**src/rtl/enable_pulse_pkg.sv**
```systemverilog
// Shared types and default constants for the enable_pulse_gen block.
package enable_pulse_pkg;

  // Edge-detect FSM states.
  typedef enum logic {
    IDLE    = 1'b0,
    PRESSED = 1'b1
  } state_t;

  // Default build parameters, reusable by the testbench.
  localparam int unsigned DEF_SYNC_STAGES     = 2;
  localparam int unsigned DEF_DEBOUNCE_CYCLES = 4;
  localparam int unsigned DEF_REPEAT_DELAY    = 8;
  localparam int unsigned DEF_REPEAT_PERIOD   = 4;

endpackage

```
**src/rtl/enable_pulse_gen_sync_ff.sv**
```systemverilog
// Multi-flop synchronizer bringing an asynchronous input into the clk domain.
module sync_ff #(
  parameter int unsigned STAGES = 2
) (
  input  logic clk,
  input  logic reset,
  input  logic d,
  output logic q
);

  logic [STAGES-1:0] chain;

  // Shift the raw input through the synchronizer chain; clears on reset.
  always_ff @(posedge clk or negedge reset) begin
    if (!reset) begin
      chain <= '0;
    end else begin
      chain <= {chain[STAGES-2:0], d};
    end
  end

  assign q = chain[STAGES-1];

endmodule

```
**src/rtl/enable_pulse_gen.sv**
```systemverilog
// Push-button conditioner: synchronizer, saturating debounce counter and
// press-edge FSM producing a one-cycle enable pulse for a downstream counter.
// Optional auto-repeat is compiled in with ENABLE_PULSE_AUTO_REPEAT_EN.
module enable_pulse_gen
  import enable_pulse_pkg::*;
#(
  parameter int unsigned SYNC_STAGES     = DEF_SYNC_STAGES,
  parameter int unsigned DEBOUNCE_CYCLES = DEF_DEBOUNCE_CYCLES,
  parameter int unsigned REPEAT_DELAY    = DEF_REPEAT_DELAY,
  parameter int unsigned REPEAT_PERIOD   = DEF_REPEAT_PERIOD
) (
  input  logic clk,
  input  logic reset,
  input  logic btn_in,
  output logic enable,
  output logic btn_level
);

  if (SYNC_STAGES < 2 || DEBOUNCE_CYCLES < 1 || REPEAT_DELAY < 2 || REPEAT_PERIOD < 2) begin : g_param_check
    $error("enable_pulse_gen: parameter out of range");
  end

  localparam int unsigned DW = $clog2(DEBOUNCE_CYCLES + 1);
  localparam logic [DW-1:0] DB_LAST = DW'(DEBOUNCE_CYCLES - 1);

  logic          btn_sync;
  logic [DW-1:0] db_cnt;
  logic          db_flip;
  logic          level_rise;
  logic          level_fall;
  state_t        state;

  sync_ff #(
    .STAGES(SYNC_STAGES)
  ) u_sync (
    .clk  (clk),
    .reset(reset),
    .d    (btn_in),
    .q    (btn_sync)
  );

  // The FSM reacts to the debounced level changing on this same edge, so
  // enable and btn_level rise together rather than enable lagging a cycle.
  always_comb begin
    db_flip    = (btn_sync != btn_level) && (db_cnt == DB_LAST);
    level_rise = db_flip && !btn_level;
    level_fall = db_flip && btn_level;
  end

  // Debounce: count cycles of disagreement, flip the level when saturated.
  always_ff @(posedge clk or negedge reset) begin
    if (!reset) begin
      db_cnt    <= '0;
      btn_level <= 1'b0;
    end else if (btn_sync == btn_level) begin
      db_cnt <= '0;
    end else if (db_flip) begin
      db_cnt    <= '0;
      btn_level <= ~btn_level;
    end else begin
      db_cnt <= db_cnt + DW'(1);
    end
  end

`ifdef ENABLE_PULSE_AUTO_REPEAT_EN
  localparam int unsigned RMAX = (REPEAT_DELAY > REPEAT_PERIOD) ? REPEAT_DELAY : REPEAT_PERIOD;
  localparam int unsigned RW   = $clog2(RMAX + 1);
  localparam logic [RW-1:0] RPT_DELAY_LAST  = RW'(REPEAT_DELAY - 1);
  localparam logic [RW-1:0] RPT_PERIOD_LAST = RW'(REPEAT_PERIOD - 1);

  logic [RW-1:0] rpt_cnt;
  logic          rpt_first;

  // Edge FSM with repeat counter: press pulse, then delay, then periodic pulses.
  always_ff @(posedge clk or negedge reset) begin
    if (!reset) begin
      state     <= IDLE;
      enable    <= 1'b0;
      rpt_cnt   <= '0;
      rpt_first <= 1'b1;
    end else begin
      enable <= 1'b0;
      case (state)
        IDLE: begin
          if (level_rise) begin
            state     <= PRESSED;
            enable    <= 1'b1;
            rpt_cnt   <= '0;
            rpt_first <= 1'b1;
          end
        end
        PRESSED: begin
          if (level_fall) begin
            state     <= IDLE;
            rpt_cnt   <= '0;
            rpt_first <= 1'b1;
          end else if (rpt_cnt == (rpt_first ? RPT_DELAY_LAST : RPT_PERIOD_LAST)) begin
            enable    <= 1'b1;
            rpt_cnt   <= '0;
            rpt_first <= 1'b0;
          end else begin
            rpt_cnt <= rpt_cnt + RW'(1);
          end
        end
        default: state <= IDLE;
      endcase
    end
  end
`else
  // Edge FSM: one pulse when the debounced level rises, none on release.
  always_ff @(posedge clk or negedge reset) begin
    if (!reset) begin
      state  <= IDLE;
      enable <= 1'b0;
    end else begin
      enable <= 1'b0;
      case (state)
        IDLE: begin
          if (level_rise) begin
            state  <= PRESSED;
            enable <= 1'b1;
          end
        end
        PRESSED: begin
          if (level_fall) begin
            state <= IDLE;
          end
        end
        default: state <= IDLE;
      endcase
    end
  end
`endif

endmodule
```
**config.mk**
```make
export PLATFORM = sky130hd
export DESIGN_NAME = enable_pulse_gen
export DESIGN_NICKNAME = d
export VERILOG_FILES = /design/src/rtl/enable_pulse_pkg.sv /design/src/rtl/enable_pulse_gen_sync_ff.sv /design/src/rtl/enable_pulse_gen.sv
export SDC_FILE = /design/constraint.sdc
export NUM_CORES = 1
export LEC_CHECK = 0
export ABC_CLOCK_PERIOD_IN_PS = 1500
export CORE_AREA = 2 2 39 41
export DETAILED_ROUTE_END_ITERATION = 10
export DIE_AREA = 0 0 41 43
export SLEW_MARGIN = 20
export SYNTH_ARGS = -nofsm -noshare
export SYNTH_HDL_FRONTEND = slang
export SYNTH_SLANG_ARGS = --single-unit
export TNS_END_PERCENT = 30
```
**constraint.sdc**
```tcl
create_clock -name clk -period 1.5 [get_ports clk]
set_clock_uncertainty 0.2 [all_clocks]
set_input_delay 0.3 -clock clk [delete_from_list [all_inputs] [get_ports clk]]
set_output_delay 0.3 -clock clk [all_outputs]
set_load 0.01 [all_outputs]
```
**Word level (Yosys, flattened, before mapping)**

Index checks and enable logic that the tools add are counted.

- Input port bits: 3
- Output and inout bits: 2
- Register bits after elaboration: 8

- Multiplexer cells: 6
- Bitwise gates (word level): 3
- Equal/unequal tests: 3
- Add/subtract/negate cells: 1
- Reduce and logical (&&, ||, !) cells: 5

Operator list:

| operator | count |
|---|---|
| $mux W3 | 2 |
| $add A3 B1 Y3 const B | 1 |
| $eq A3 B2 Y1 const B | 1 |
| $logic_and A1 B1 Y1 | 3 |
| $mux W1 | 3 |
| $not A1 Y1 | 3 |
| $pmux W1 S2 | 1 |
| $reduce_and A2 Y1 | 1 |
| $eq A1 B1 Y1 | 1 |
| $logic_not A1 Y1 | 1 |
| $ne A1 B1 Y1 | 1 |

**Longest topological paths before layout**

Gate-level depths: netlist of run 1.

- Depth after elaboration: 5
- Mapped depth: 3

**By module**

A second synthesis of run 1 with hierarchy kept.

- Cells, all modules: 15
- Area, all modules: 264.0 um2

Modules (own cells, without submodules):

| module | times used | cells an instance | area each (um2) |
|---|---|---|---|
| enable_pulse_gen | 1 | 13 | 214.0 |
| sync_ff | 1 | 2 | 50.0 |

**Worst setup path before layout of run 1**

OpenSTA, ideal clock, no wires.

- Path type: register to register
- From: register db_cnt[0]
- To: register btn_level
- Clock period less this slack: 1.299 ns
- Library setup time: 0.125 ns
- Stages on the path, launching flop included: 4
- Path buffers: 0
- Arrival time: 0.975 ns
- Setup slack: 0.201 ns
- Cell sequence: dfrtp_1 > ha_1 > nor2b_4 > mux2_2

- Cells in the longest elaborated chain, start to end: 3

Ends and longest elaborated chain:

| element | line | text |
|---|---|---|
| from (decl) | enable_pulse_gen.sv:27 | `logic [DW-1:0] db_cnt;` |
| from (signal assigned) | enable_pulse_gen.sv:61 | `db_cnt <= db_cnt + DW'(1);` |
| $eq A3 B2 Y1 | enable_pulse_gen.sv:45 | `db_flip = (btn_sync != btn_level) && (db_cnt == DB_LAST);` |
| $logic_and A1 B1 Y1 | enable_pulse_gen.sv:45 |  |
| $reduce_and A2 Y1 (no source line) | -- |  |
| to (signal assigned) | enable_pulse_gen.sv:59 | `btn_level <= ~btn_level;` |
| to (decl) | enable_pulse_gen.sv:16 | `output logic btn_level` |

No other way between the ends.
A chain may end at the register's enable or synchronous reset.

**Final worst setup path of run 1**

- From: register btn_level
- To: output port btn_level

No word-level cell between the ends.

==> flow_summary.ini, run 1 <==
[run_status]
status = finished clean

[clock_tree]
cts_setup_buffers = 0
clkTransAtPathRegs_ns = 0.05
numCtsBuffers = 3
htree_levels = 1
clk_latency_ns = 0.24
cts_tree = built
clock_sinks = 7
cts-root-buf = clkbuf_4
cts_max_path_buffers = 2

[pwr]
vdd_drop_max_uv = 655
powerDensity_nw_per_um2 = 1610
leakage_nw = 0.159

[timing]
hold_viol = 0
worst_pin_slew_ns = 0.321
fmax_mhz = 697
final-setup-viol-count = 0
drv_slew = 0
finalCritPeriodShare_pct = 95.6
finalCriticalPeriod_ns = 1.43
relSlewSlack_pct = 78.4
rsz0062_at_grt = no
fin_setup_tns_ns = 0

[yosys]
syn_inst = 15
synth-simple-area-share_pct = 19.0
yosysSeqAreaShare_pct = 68.3
muxShareOfSynthArea_pct = 4.39
synth_cell_type_count = 9
synth-seq-cells = 7
yosysWarnings = 0
synth.cell_area_um2 = 256
synth.avg_cell_area_um2 = 17.1
synth-compound-area-share_pct = 0
synth-adder-area-share_pct = 4.88
synth_nets = 19
synth_top_family_by_area = simple AND/OR/NAND/NOR gates
synth_xor_area_share_pct = 3.41

[worst_setup_path]
startpoint_type = flip-flop
critPathTopFamily = flip-flops
cp_cell_sequence = dlygate4sd2_1
cp_data_required_time_ns = 1.00
cpPeakStageDelay_ns = 0.40
r2r_cells = 3
crit_buf_inv = 1
worst_ep_arrival_time_ns = 0.93
path_max_fanout = 4
worstSetupPathDepth = 1
slowest_stage = dfrtp_1
end_kind = primary output
critical_path_class = flip-flop to primary output

[global_routing]
grt_pass1_wl_um = 662
antenna_found_initial = 0
grt_pass1_vias = 170
overflow = 0
grt_max_degree = 8
grt_use_total_pct = 5.89

[die]
die_area_um2 = 1760
die_h_um = 43
core-area_um2 = 1380
row_count = 14
die_x_um = 41
start_util_pct = 18.5
io_pins = 5

[finish]
final_nets = 28
syn_to_final_growth_pct = 32.7
drive_gt1_share_pct = 30.4
n_antenna_cell = 0
fin_util_pct = 24.6
design_area_um2 = 340

[worst_hold_path]
hp-class = input port to asynchronous set/reset pin

[drt]
drtIter0Drc = 1
vias = 139
wl_per_cell_um = 8.54
drtPass1Iterations = 2
wl_um = 333
via_per_inst = 3.56
drc_errors = 0
drtAntennaViolNets = 0

[placed_design]
place_congestion = 0.498
io_buffer_count = 4
placed_area_um2 = 317

[run]
drv_cap = 0
==> cells by family (layout without fill, tap and decap cells) <==
kind of cell | Yosys count | in the layout
XOR/XNOR | 1 | 1
adder cells (fa/ha/maj) | 1 | 1
buffers and inverters | 0 | 8
flip-flops | 7 | 7
multiplexers | 1 | 1
AND/OR/NAND/NOR | 5 | 5
==> path summary, 6_finish.rpt <==
kind	start	to	slack, ns
hold / removal	reset	u_sync.chain[0]	0.11
hold reg to reg	u_sync.chain[0]	u_sync.chain[1]	0.15
setup / recovery	btn_level	btn_level	0.07
min in group clk	u_sync.chain[0]	u_sync.chain[1]	0.15
setup reg to reg	db_cnt[0]	btn_level	0.14
max in group asynchronous	reset	btn_level	0.75
==> final cells by class <==
cell class | instances | area (µm²)
clock buffers | 4 | 26.3
fillers | 151 | 1040
multi-input cells | 8 | 81.3
flip-flops and latches | 7 | 175
well taps | 16 | 20.0
repair buffers | 4 | 37.5
==> flip-flops by register name (all words and copies together), names as in the netlist <==
signal	flops
btn_level	1
enable	1
u_sync.chain	2
db_cnt	3
==> routing by layer <==
metal / up-vias / track usage, % / part of all wire (%)
met5: - / 0 / 0
met4: 0 / 4.00 / 0
met3: 0 / 3.14 / 11
met2: 5 / 8.44 / 44
met1: 68 / 6.35 / 45
li1: 66 / - / -
==> worst reg2reg max path, stage by stage, from the launching register on <==
cell	delay, ns
dfrtp_1	0.34
ha_1	0.17
nor2b_4	0.19
mux2_2	0.34
==> power breakdown <==
| part | total, mW | internal (mW) | switching, mW |
|---|---|---|---|
| clock network | 0.164 | 0.101 | 0.0633 |
| registers | 0.253 | 0.229 | 0.0237 |
| logic | 0.132 | 0.0780 | 0.0543 |
| total | 0.549 | 0.408 | 0.141 |
==> timing repair <==
| item | CTS | global route |
|---|---|---|
| hold buffers | 0 | 0 |
| resized for setup | 2 | 0 |
| endpoints found under the setup margin | 2 | 0 |
==> synthesized netlist by cell type (all sizes together) <==
library cell,instances,area share [%]
dfrtp,7,68
nor3b,2,7.8
and3b,1,3.9
ha,1,4.9
mux2,1,4.4
nor2b,1,5.4
nor3,1,1.9
xnor2,1,3.4
==> placed cells by master (no fill, tap or decap) <==
cell type / n
dfrtp_1: 7
clkbuf_4: 3
clkdlybuf4s50_1: 2
dlygate4sd2_1: 2
xnor2_1: 1
nor2b_4: 1
nor3b_2: 1
nor3_1: 1
nor3b_1: 1
and3b_2: 1
mux2_2: 1
ha_1: 1
clkbuf_1: 1
==> through the flow <==
stage                     hold WS, ns  setup WS (ns)  power [mW]  cells
after floorplan                -0.196          0.201       0.346     15
after global placement          0.141         0.0868       0.393     35
after detailed placement        0.143         0.0715       0.406     35
after CTS                       0.117         0.0469       0.566     39
after global routing            0.120        0.00575       0.609     39
final                           0.115         0.0654       0.549     39
Power figures use the tool's default switching activity.
==> inputs of run 2 (changes only) <==
Settings changed: ABC_CLOCK_PERIOD_IN_PS 1500 to 1240, CAP_MARGIN from default to 20.
Clock period 1.5 ns to 1.24 ns, I/O delays scaled along.
==> flow_summary.ini, run 2 (synthesis gave the netlist of run 1 again) <==
[pwr]
seq_power_share_pct = 38.4
p_sw_mw = 0.215
powerDensity_nw_per_um2 = 2050
swShare_pct = 27.4
vdd_drop_max_uv = 576
leakage_nw = 0.182
clkPwrFrac_pct = 26.1
cell_internal_pwr_mw = 0.569
p_comb_share_pct = 35.4
power.total_mw = 0.784

[worst_setup_path]
regToRegSetupSlack_ns = -0.07
path_max_fanout = 3
startpoint_type = flip-flop
r2r_cells = 3
crit_buf_inv = 0
cp_data_required_time_ns = 1.18
cp_cell_sequence = ha_2 > nor2b_4 > mux2_4
worst_ep_arrival_time_ns = 1.25
critical_path.endpoint = btn_level
critical_path_class = flip-flop to flip-flop
critPathTopFamily = flip-flops
slowest_stage = dfrtp_1
critPathLaunch = db_cnt[0]
end_kind = flip-flop
cpPeakStageDelay_ns = 0.35
worstSetupPathDepth = 3
reg2reg_to = btn_level
r2r-start = db_cnt[0]

[drt]
wl_per_cell_um = 9.84
drtAntennaViolNets = 0
via_per_inst = 3.77
drtIter0Drc = 0
wl_um = 423
drc_errors = 0
drtPass1Iterations = 1
vias = 162

[finish]
final_nets = 32
stdcell_count = 43
final_cell_mix = dfrtp_1 (7), buf_4 (4), clkbuf_4 (3)
fin_util_pct = 27.6
syn_to_final_growth_pct = 48.8
top_register = db_cnt
final_common_cell = dfrtp_1
n_antenna_cell = 0
drive_gt1_share_pct = 59.3
largest_register_ffs = 3
n_fill_cell = 153
top_regs = db_cnt x3, u_sync.chain x2

[timing]
drv_slew = 0
fin_setup_tns_ns = -0.0792
fmax_mhz = 763
relSlewSlack_pct = 80.4
worst_pin_slew_ns = 0.292
finalCriticalPeriod_ns = 1.31
rsz0062_at_grt = yes
hold_viol = 0
setup_ws_ns = -0.0713
final-setup-viol-count = 2
finalCritPeriodShare_pct = 106

[placed_design]
io_buffer_count = 4
place_congestion = 0.508
dp_cells = 35

[clock_tree]
clkTransAtPathRegs_ns = 0.05
numCtsBuffers = 3
cts_tree = built
cts_hold_buf = 0
clock_sinks = 7
htree_levels = 1
clk_latency_ns = 0.25
cts-root-buf = clkbuf_4
cts_max_path_buffers = 2

[die]
io_pins = 5
die_area_um2 = 1760
start_util_pct = 18.5
die_x_um = 41
die_h_um = 43
core-area_um2 = 1380
row_count = 14

[global_routing]
grt_max_degree = 8
antenna_found_initial = 0
overflow = 0
grt_use_total_pct = 6.80
grt_pass1_wl_um = 703
grt_pass1_vias = 171

[run_status]
violations = negative setup slack
status = complete, but fails checks

[worst_hold_path]
hp-class = input port to asynchronous set/reset pin

[run]
drv_cap = 0
[run 2: cell types whose count changed in the layout (fill, tap and decap cells not counted)]
cell | before | now
buf_2 | 0 | 2
buf_4 | 0 | 4
dlygate4sd2_1 | 2 | 0
ha_1 | 1 | 0
ha_2 | 0 | 1
mux2_2 | 1 | 0
mux2_4 | 0 | 1
nor3_1 | 1 | 0
nor3_2 | 0 | 1
xnor2_1 | 1 | 0
xnor2_2 | 0 | 1
[run 2: metal layers]
metal  part of all wire (%)  wire length [µm]  track usage, %
met1                     38               160            7.33
met2                     51               215            7.50
met3                     11                47            6.28
met4                      0                 0            6.00
met5                      0                 0               0
[run 2: power by group through the flow]
stage	clock network, mW	registers, mW	logic (mW)
after floorplan	0	0.317	0.115
after global placement	0	0.310	0.181
after detailed placement	0	0.315	0.193
after CTS	0.216	0.301	0.218
after global routing	0.226	0.306	0.301
final	0.205	0.301	0.278
[run 2: how the worst min path moves through the flow]
stage	to	slack, ns
2_1_floorplan	btn_level	-0.25
3_5_place_dp	u_sync.chain[1]	0.15
6_report	enable	0.04
5_1_grt	enable	0.07
3_3_place_gp	u_sync.chain[1]	0.14
4_1_cts	enable	0.04
[run 2: layout make-up]
cell class	instances	area [µm²]	share of cell area (%)
Sequential cell	7	175	45.9
Multi-Input combinational cell	8	100	26.2
Clock buffer	4	26.3	6.89
Timing Repair Buffer	8	60.1	15.7
Tap cell	16	20.0	5.25
[run 2: timing repair]
action / CTS / global route
endpoints found under the setup margin: 3 / 5
resized for setup: 8 / 2
endpoints found under the hold margin: 0 / 0
pin swaps: 0 / 1
buffers inserted: 2 / 2
[run 2: through the flow]
step                cell area [µm²]  hold WS (ns)  worst slack [ns]
finish                          382        0.0440           -0.0713
global route                    382        0.0707            -0.102
CTS                             354        0.0441           -0.0780
detailed placement              323         0.148            -0.155
global placement                323         0.141            -0.126
floorplan                       263        -0.248           -0.0440
